<file path="src/rtl/ddr_txn_source.sv">
// Request FIFO feeding a DDR controller command port, with MR0 burst-length
// reprogramming that waits for the queue and the controller to drain first.
module ddr_txn_source #(
  parameter int DEPTH  = 4,
  parameter int ADDR_W = 32,
  parameter int DATA_W = 64
) (
  input  logic              clock,
  input  logic              reset_n,
  input  logic              req_valid,
  output logic              req_ready,
  input  logic [1:0]        req_rw,
  input  logic [ADDR_W-1:0] req_addr,
  input  logic [DATA_W-1:0] req_data,
  input  logic              cfg_bl_valid,
  input  logic [1:0]        cfg_bl,
  output logic              cfg_ack,
  output logic              act_cmd,
  output logic [ADDR_W-1:0] act_addr,
  output logic [DATA_W-1:0] act_data,
  output logic [1:0]        dev_rw,
  input  logic              next_cmd,
  input  logic              dev_busy,
  input  logic              rw_proc,
  output logic              mrs_update,
  output logic [1:0]        bl_update,
  output logic [4:0]        BL
);

  localparam int CW = $clog2(DEPTH + 1);
  localparam int PW = (DEPTH > 1) ? $clog2(DEPTH) : 1;

  localparam logic [2:0] IDLE      = 3'd0;
  localparam logic [2:0] ISSUE     = 3'd1;
  localparam logic [2:0] WAIT_ACK  = 3'd2;
  localparam logic [2:0] MRS_DRAIN = 3'd3;
  localparam logic [2:0] MRS       = 3'd4;

  logic [2:0]        state, state_nx;
  logic [1:0]        rw_mem   [DEPTH];
  logic [ADDR_W-1:0] addr_mem [DEPTH];
  logic [DATA_W-1:0] data_mem [DEPTH];
  logic [PW-1:0]     wptr, rptr;
  logic [CW-1:0]     count;
  logic              cfg_pend;
  logic [1:0]        cfg_code;
  logic              push, pop, drain_ok, have_work;

  assign req_ready = (count < CW'(DEPTH)) && !cfg_pend;
  assign push      = req_valid && req_ready;
  assign pop       = ((state == ISSUE) || (state == WAIT_ACK)) && next_cmd;
  assign drain_ok  = (count == '0) && !rw_proc && !dev_busy;
  assign have_work = (count != '0) && !dev_busy;

  always_comb begin
    state_nx = state;
    case (state)
      IDLE: begin
        if (cfg_pend)       state_nx = drain_ok ? MRS : MRS_DRAIN;
        else if (have_work) state_nx = ISSUE;
      end
      MRS_DRAIN: begin
        if (drain_ok)       state_nx = MRS;
        else if (have_work) state_nx = ISSUE;
      end
      ISSUE:    state_nx = next_cmd ? IDLE : WAIT_ACK;
      WAIT_ACK: if (next_cmd) state_nx = IDLE;
      MRS:      state_nx = IDLE;
      default:  state_nx = IDLE;
    endcase
  end

  // Storage carries no reset; occupancy is tracked solely by count/pointers.
  always_ff @(posedge clock) begin
    if (push) begin
      rw_mem[wptr]   <= req_rw;
      addr_mem[wptr] <= req_addr;
      data_mem[wptr] <= req_data;
    end
  end

  always_ff @(posedge clock or negedge reset_n) begin
    if (!reset_n) begin
      state <= IDLE;
      wptr  <= '0;
      rptr  <= '0;
      count <= '0;
    end else begin
      state <= state_nx;
      if (push) wptr <= (wptr == PW'(DEPTH - 1)) ? '0 : wptr + 1'b1;
      if (pop)  rptr <= (rptr == PW'(DEPTH - 1)) ? '0 : rptr + 1'b1;
      case ({push, pop})
        2'b10:   count <= count + 1'b1;
        2'b01:   count <= count - 1'b1;
        default: count <= count;
      endcase
    end
  end

  // A new request on the MRS cycle re-arms the pending flag instead of being lost.
  always_ff @(posedge clock or negedge reset_n) begin
    if (!reset_n) begin
      cfg_pend <= 1'b0;
      cfg_code <= 2'b00;
    end else if (cfg_bl_valid) begin
      cfg_pend <= 1'b1;
      cfg_code <= cfg_bl;
    end else if (state == MRS) begin
      cfg_pend <= 1'b0;
    end
  end

  // Outputs are decoded from the next state so they are glitch-free flops.
  always_ff @(posedge clock or negedge reset_n) begin
    if (!reset_n) begin
      act_cmd    <= 1'b0;
      act_addr   <= '0;
      act_data   <= '0;
      dev_rw     <= 2'b00;
      mrs_update <= 1'b0;
      cfg_ack    <= 1'b0;
      bl_update  <= 2'b00;
      BL         <= 5'd8;
    end else begin
      act_cmd    <= (state_nx == ISSUE);
      mrs_update <= (state_nx == MRS);
      cfg_ack    <= (state_nx == MRS);
      if (state_nx == ISSUE) begin
        act_addr <= addr_mem[rptr];
        act_data <= data_mem[rptr];
        dev_rw   <= rw_mem[rptr];
      end
      if (state_nx == MRS) begin
        bl_update <= (cfg_code == 2'b11) ? 2'b00 : cfg_code;
        BL        <= (cfg_code == 2'b10) ? 5'd4 : 5'd8;
      end
    end
  end

endmodule
</file>
<file path="config.mk">
export PLATFORM = sky130hd
export DESIGN_NAME = ddr_txn_source
export DESIGN_NICKNAME = d
export VERILOG_FILES = /design/src/rtl/ddr_txn_source.sv
export SDC_FILE = /design/constraint.sdc
export NUM_CORES = 1
export LEC_CHECK = 0
export BUFFER_PORTS_ARGS = -buffer_cell sky130_fd_sc_hd__buf_2
export CORE_UTILIZATION = 50
export CTS_CLUSTER_SIZE = 14
export DETAILED_ROUTE_END_ITERATION = 8
export PLACE_DENSITY = 0.8
export SLEW_MARGIN = 20
export SYNTH_ARGS = -nofsm -noshare
export SYNTH_HDL_FRONTEND = slang
export SYNTH_SLANG_ARGS = --single-unit
</file>
<file path="constraint.sdc">
create_clock -name clock -period 4 [get_ports clock]
set_input_delay 0.4 -clock clock [delete_from_list [all_inputs] [get_ports clock]]
set_output_delay 0.4 -clock clock [all_outputs]
set_load 0.05 [all_outputs]
</file>
==> results of run 1 <==
## cell usage after synthesis, types with 4 or more instances
master      n  area [µm²]
mux2_1      9         101
and3_1      4        25.0
inv_1       8        30.0
nor2_1      6        22.5
buf_4       6        45.0
edfxtp_1  392       11800
clkbuf_1   20        75.1
mux4_2     98        2210
nand2_1     4        15.0
ha_1        6        75.1
buf_2       9        45.0
mux2_2     96        1080
dfrtp_1   115        2880
## cells by family (layout without fill, tap and decap cells)
family	count (synthesis)	count (layout)
xor+xnor	4	4
buf+inv	45	361
simple gates	28	28
compound gates	7	7
other cells	1	4
mux	205	205
flops	508	508
fa+ha+maj	7	7
## critical path, cell delays in order, from the launching register on
cell and delay (ns):
dfrtp_1 0.40, nor3_1 0.38, mux2_2 0.42, o221ai_4 0.22
buf_4 0.45, mux2_2 0.41
## power groups by stage
stage,Clock (mW),Sequential [mW],Combinational [mW]
after floorplan,0,8.58,2.99
after global placement,0,6.99,5.93
after detailed placement,0,7.01,6.07
after CTS,4.85,6.92,6.11
after global routing,5.03,6.99,6.34
final,4.73,6.90,6.02
## layer usage
| metal | routed length, µm | track usage | vias up |
|---|---|---|---|
| li1 | - | - | 3821 |
| met5 | 30 | 0 | - |
| met4 | 992 | 0.0726 | 6 |
| met3 | 1760 | 0.0373 | 71 |
| met2 | 18100 | 0.329 | 250 |
| met1 | 14400 | 0.240 | 4539 |
## placed cells by master (no fill, tap or decap), types with 2 or more instances in the layout
| master | netlist | routed |
|---|---|---|
| inv_1 | 8 | 8 |
| mux2i_1 | 2 | 2 |
| dlygate4sd3_1 | 0 | 31 |
| mux2_1 | 9 | 9 |
| dfrtp_4 | 0 | 2 |
| clkbuf_16 | 0 | 51 |
| bufinv_16 | 0 | 6 |
| nor2_1 | 6 | 6 |
| clkbuf_1 | 20 | 19 |
| conb_1 | 1 | 3 |
| xnor2_1 | 2 | 2 |
| buf_12 | 0 | 7 |
| buf_2 | 9 | 211 |
| a211oi_1 | 2 | 2 |
| and3_4 | 0 | 4 |
| nor2b_1 | 3 | 3 |
| buf_4 | 6 | 10 |
| ha_1 | 6 | 6 |
| clkbuf_8 | 0 | 3 |
| and2_1 | 2 | 2 |
| mux2_2 | 96 | 96 |
| or3_1 | 2 | 2 |
| nor3_1 | 3 | 3 |
| edfxtp_1 | 392 | 392 |
| mux4_2 | 98 | 98 |
| xor2_1 | 2 | 2 |
| o21ai_0 | 2 | 2 |
| clkinv_1 | 0 | 5 |
| or2_2 | 2 | 2 |
| nand2_1 | 4 | 4 |
| dfrtp_1 | 115 | 113 |
| clkinv_2 | 0 | 4 |
| inv_6 | 0 | 3 |
## worst paths after layout
kind / from / endpoint / cells after the start
worst max-delay path: count[0] / act_data[55] / 5
worst min register to register: dev_rw[0] / dev_rw[0] / 1
worst max register to register: count[0] / act_data[55] / 5
max in group asynchronous: reset_n / act_data[22] / 3
worst min-delay path: req_data[29] / data_mem[3][29] / 1
min in group asynchronous: reset_n / act_data[4] / 2
## what timing repair did
item                                   CTS  global route
setup endpoints to repair                0             0
hold buffers                            31             0
endpoints found under the hold margin  173             0
setup buffers                            0             0
## flip-flops by register name (all words and copies together), names as in the netlist
signal and count:
state 3, count 3, bl_update 1, act_data 64
data_mem 256, rptr 2, act_cmd 1, BL 2
cfg_code 2, dev_rw 2, cfg_pend 1, act_addr 32
rw_mem 8, wptr 2, addr_mem 128, mrs_update 1
## cell type report
cell class / count / area, µm² / share of cell area
Sequential cell: 508 / 14700 / 0.657
Antenna cell: 1 / 2.50 / 0.000112
Tap cell: 468 / 586 / 0.0262
Multi-Input combinational cell: 254 / 3790 / 0.169
Inverter: 8 / 30.0 / 0.00134
Clock inverter: 20 / 277 / 0.0124
Clock buffer: 73 / 1390 / 0.0622
Timing Repair Buffer: 260 / 1590 / 0.0713
==> results.cfg, run 1 <==
[global_route]
grt_pass1_wl_mm = 54.1
antenna_found_initial = 4
grt_pass1_vias = 9338
grt_use_total = 0.191
overflow = 0
grt_max_degree = 80

[clocking]
cts_sinks = 508
ctsResizeCount = 0
clk_pin_slew_ns = 0.06
htreeDepth = 2
clock_path_buffers = 3
insertion_delay_ns = 0.58
cts_root_buffer = clkbuf_16
cts_tree = done
cts-buffers-inserted = 50

[routing]
dr.pass1.iters = 5
routedWlPerCell_um = 22.2
vias_per_cell = 5.46
wirelength_mm = 35.3
drt-initial-drc-count = 469
ant_nets = 0
vias = 8687
drc = 0

[yosys]
ys_async_sr_fraction = 0.228
yosysSeqAreaShare = 0.788
synthMuxAreaShare = 0.183
synth-seq-cells = 508
ys_warn_count = 0
synthAdderAreaFrac = 0.00511
synth_edf_count = 392
ys_types = 32
netlist_area_mm2 = 0.0186
synth_top_family_by_area = multiplexers
syn_inst = 805
synth_compound_area_frac = 0.00296
postSynthAreaPerCell_um2 = 23.1
yosys.area_share.simple = 0.00806
synth-xor-area-share = 0.00188
synthFlopType = edfxtp_1

[sta]
period_share = 0.612
clock_skew_ns = 0.0203
setup_tns_ns = 0
rsz0062_at_grt = no
worst_slack_ns = 1.55
fmax_mhz = 408
hold_slack_ns = 0.0353
final-hold-violation-count = 0
slew-limit-headroom = 0.429
drv_slew = 0
worst_slew_pin_slew_ns = 0.857
setup_viol = 0
fin_crit_ns = 2.45

[cells_and_area]
finish.utilization = 0.610
layout-drive-gt1-share = 0.447
fillCellCount = 2564
area_delta_synth_final_pct = 20.0
stdcell_count = 1592
final_area_mm2 = 0.0223
finalNetCount = 1196

[floorplan]
start_util = 0.509
die-area_mm2 = 0.0380
core-area_mm2 = 0.0366
top_level_ports = 216
die_h_um = 195
core.rowCount = 70
die_x_um = 195

[power_and_ir_drop]
powerDensity_mw_per_mm2 = 790
pwr-share-clk = 0.268
report.power.total_mw = 17.6
internal_power_mw = 11.6
leakagePower_nw = 8.04
seq_power_share = 0.391
combPwrFrac = 0.341
p_sw_frac = 0.344
max-vdd-ir-drop_mv = 0.587
power_switching_mw = 6.06

[critical_path]
path_class = flip-flop to flip-flop
cp.arrival_ns = 2.91
cp.required_ns = 4.46
crit_path_end_kind = flip-flop
cp-start-kind = flip-flop
rrSetupSlack_ns = 1.55
cp_max_fo = 32

[place]
dpl_cell_area_mm2 = 0.0204
port_buffers = 212
dp_cells = 1467
gp_congestion = 0.708
dp_worst_setup_slack_ns = 1.55
dp.final_hpwl_mm = 19.6

[worst_hold_path]
hp-class = input pin to flip-flop

[status]
status = finished, final reports clean

[flow_run]
cap_viol_max_count = 0
Power figures use the tool's default switching activity.
==> run 2, diff against run 1 <==
Settings changed: ABC_AREA set to 1, PLACE_DENSITY 0.8 to 0.83.
Clock period 4 ns to 2.1 ns, I/O delays scaled along.
==> run 2 against run 1 <==
Compared with the run above: design area grew 7.1%; setup slack lost 1.4 ns; sequential cell count is the same; critical path type unchanged; highest routed layer is now met4.
==> results.cfg, run 2 <==
[cells_and_area]
reg_top3 = data_mem (256), addr_mem (128), act_data (64)
area_delta_synth_final_pct = 24.5
final_common_cell = edfxtp_1
most-common-layout-cells = edfxtp_1 (392), nand2_1 (212), buf_2 (211), nor2_1 (204), o21ai_0 (191)
final_area_mm2 = 0.0239
layout-drive-gt1-share = 0.191
finalNetCount = 1914
largest_reg_flops = 256
top_register = data_mem
finish.utilization = 0.634

[power_and_ir_drop]
leakagePower_nw = 9.30
combPwrFrac = 0.393
powerDensity_mw_per_mm2 = 1490
report.power.total_mw = 35.7
internal_power_mw = 21.1
seq_power_share = 0.354
pwr-share-clk = 0.252
max-vdd-ir-drop_mv = 0.968
p_sw_frac = 0.409
power_switching_mw = 14.6

[sta]
fin_crit_ns = 1.95
period_share = 0.927
slew-limit-headroom = 0.636
hold_slack_ns = 0.0511
final-hold-violation-count = 0
drv_slew = 0
worst_slew_pin_slew_ns = 0.546
clock_skew_ns = 0.0223
fmax_mhz = 514
setup_viol = 0

[yosys]
postSynthAreaPerCell_um2 = 12.9
synthAdderAreaFrac = 0.00495
yosysSeqAreaShare = 0.764
synth_compound_area_frac = 0.0872
ys_types = 31
yosysTopAreaCellShare = 0.612
synth_edf_count = 392
ys_warn_count = 0
synth.most_common_cell = edfxtp_1
synth_top_family_by_area = simple AND/OR/NAND/NOR gates
synth_area_leader_cell = edfxtp_1
synth-xor-area-share = 0.000911
synth_common_cells = edfxtp_1 (392), nand2_1 (213), nor2_1 (210)
yosys.area_share.simple = 0.113
synth-seq-cells = 508
synthMuxAreaShare = 0.000586
synthFlopType = edfxtp_1
syn_inst = 1487
ys_top_cells_by_area = edfxtp_1 (61%), dfrtp_1 (15%), o21ai_0 (5.0%), nand2_1 (4.2%), nor2_1 (4.1%)
ys_async_sr_fraction = 0.228
netlist_area_mm2 = 0.0192

[clocking]
clock_path_buffers = 3
cts_root_buffer = clkbuf_16
clk_pin_slew_ns = 0.07
cts-buffers-inserted = 50
htreeDepth = 2
cts_sinks = 508
insertion_delay_ns = 0.58
cts_tree = done

[routing]
top_layer = met4
vias_per_cell = 5.58
drt-initial-drc-count = 1029
vias = 13141
met2WireLength_mm = 23.9
dr.pass1.iters = 6
wl_met3_mm = 3.54
wirelength_mm = 46.9
ant_nets = 0
drc = 0
met1Wirelength_mm = 18.4
routedWlPerCell_um = 19.9

[floorplan]
die-area_mm2 = 0.0392
start_util = 0.509
core.rowCount = 71
core-area_mm2 = 0.0378
die_x_um = 198
top_level_ports = 216
die_h_um = 198

[critical_path]
crit_path_end_kind = flip-flop
cp-start-kind = flip-flop
cp.required_ns = 2.60
path_class = flip-flop to flip-flop
cp.arrival_ns = 2.45
cp_max_fo = 18

[global_route]
grt_pass1_vias = 13313
overflow = 0
grt_pass1_wl_mm = 71.7
antenna_found_initial = 1
grt_max_degree = 79
grt_use_total = 0.241

[place]
dpl_cell_area_mm2 = 0.0212
dp.final_hpwl_mm = 24.8
port_buffers = 212
gp_congestion = 0.757

[worst_hold_path]
hp-class = input pin to flip-flop

[flow_run]
cap_viol_max_count = 0

[status]
status = finished, final reports clean
==> run 2: cell types whose count changed after synthesis, sizes merged, moves of 33 or more <==
cell / previous run / this run
nand2: 4 / 214
nor2: 6 / 214
o21ai: 2 / 203
nand3: 0 / 105
mux2: 105 / 1
o22ai: 0 / 100
mux4: 98 / 0
buf: 17 / 50
==> run 2: power groups by stage <==
| stage | registers, mW | clock network [mW] | logic, mW |
|---|---|---|---|
| floorplan | 15.9 | 0 | 6.36 |
| global placement | 12.8 | 0 | 13.3 |
| detailed placement | 12.8 | 0 | 13.7 |
| CTS | 12.7 | 9.13 | 14.0 |
| global route | 12.8 | 9.54 | 15.1 |
| finish | 12.7 | 9.02 | 14.1 |
==> run 2: metal layers <==
layer	up-vias	track usage
li1	5953	-
met1	6509	0.303
met2	600	0.416
met3	79	0.0388
met4	0	0.0993
met5	-	0
==> run 2: cell families after synthesis <==
family	count (synthesis)
compound gates	309
xor+xnor	2
fa+ha+maj	7
buf+inv	125
flops	508
mux	1
other cells	1
simple gates	534
==> run 2: path summary, 6_finish.rpt <==
kind	from	slack, ns	depth (start not counted)	endpoint
max	count[1]	0.15	9	act_data[27]
min	req_valid	0.05	3	wptr[0]
max reg2reg	count[1]	0.15	9	act_data[27]
min reg2reg	act_addr[6]	0.47	2	act_addr[6]
max in group asynchronous	reset_n	1.20	3	act_cmd
min in group asynchronous	reset_n	0.16	2	count[2]
==> run 2: repair_timing <==
action,CTS,global route
hold buffers,107,0
setup endpoints to repair,0,1
gates resized for setup,0,1
buffers inserted,0,1
hold endpoints to repair,444,0
==> run 2: critical path: stages, from the launching register on <==
cell     delay [ns]
dfrtp_1        0.40
nor2_2         0.15
nand3_1        0.13
nand2_1        0.18
o21ai_1        0.15
nor2_4         0.19
buf_12         0.19
buf_12         0.17
nand3_1        0.14
nand2_1        0.15
==> run 2: final cells by class <==
type,instances,area [µm²]
clock inverter,20,238
tap,511,639
fill,2649,13800
multi-input combinational,856,4030
sequential,508,14700
antenna,3,7.51
clock buffer,74,1440
timing repair buffer,358,2780
inverter,26,104
==> run 2: stage by stage <==
stage	worst slack, ns	cells	setup TNS [ns]
6_report	0.154	2356	0
2_1_floorplan	-0.731	1489	-280.08
4_1_cts	0.133	2352	0
3_5_place_dp	0.205	2151	0
5_1_grt	-0.00389	2354	-0.00389
3_3_place_gp	0.234	2151	0
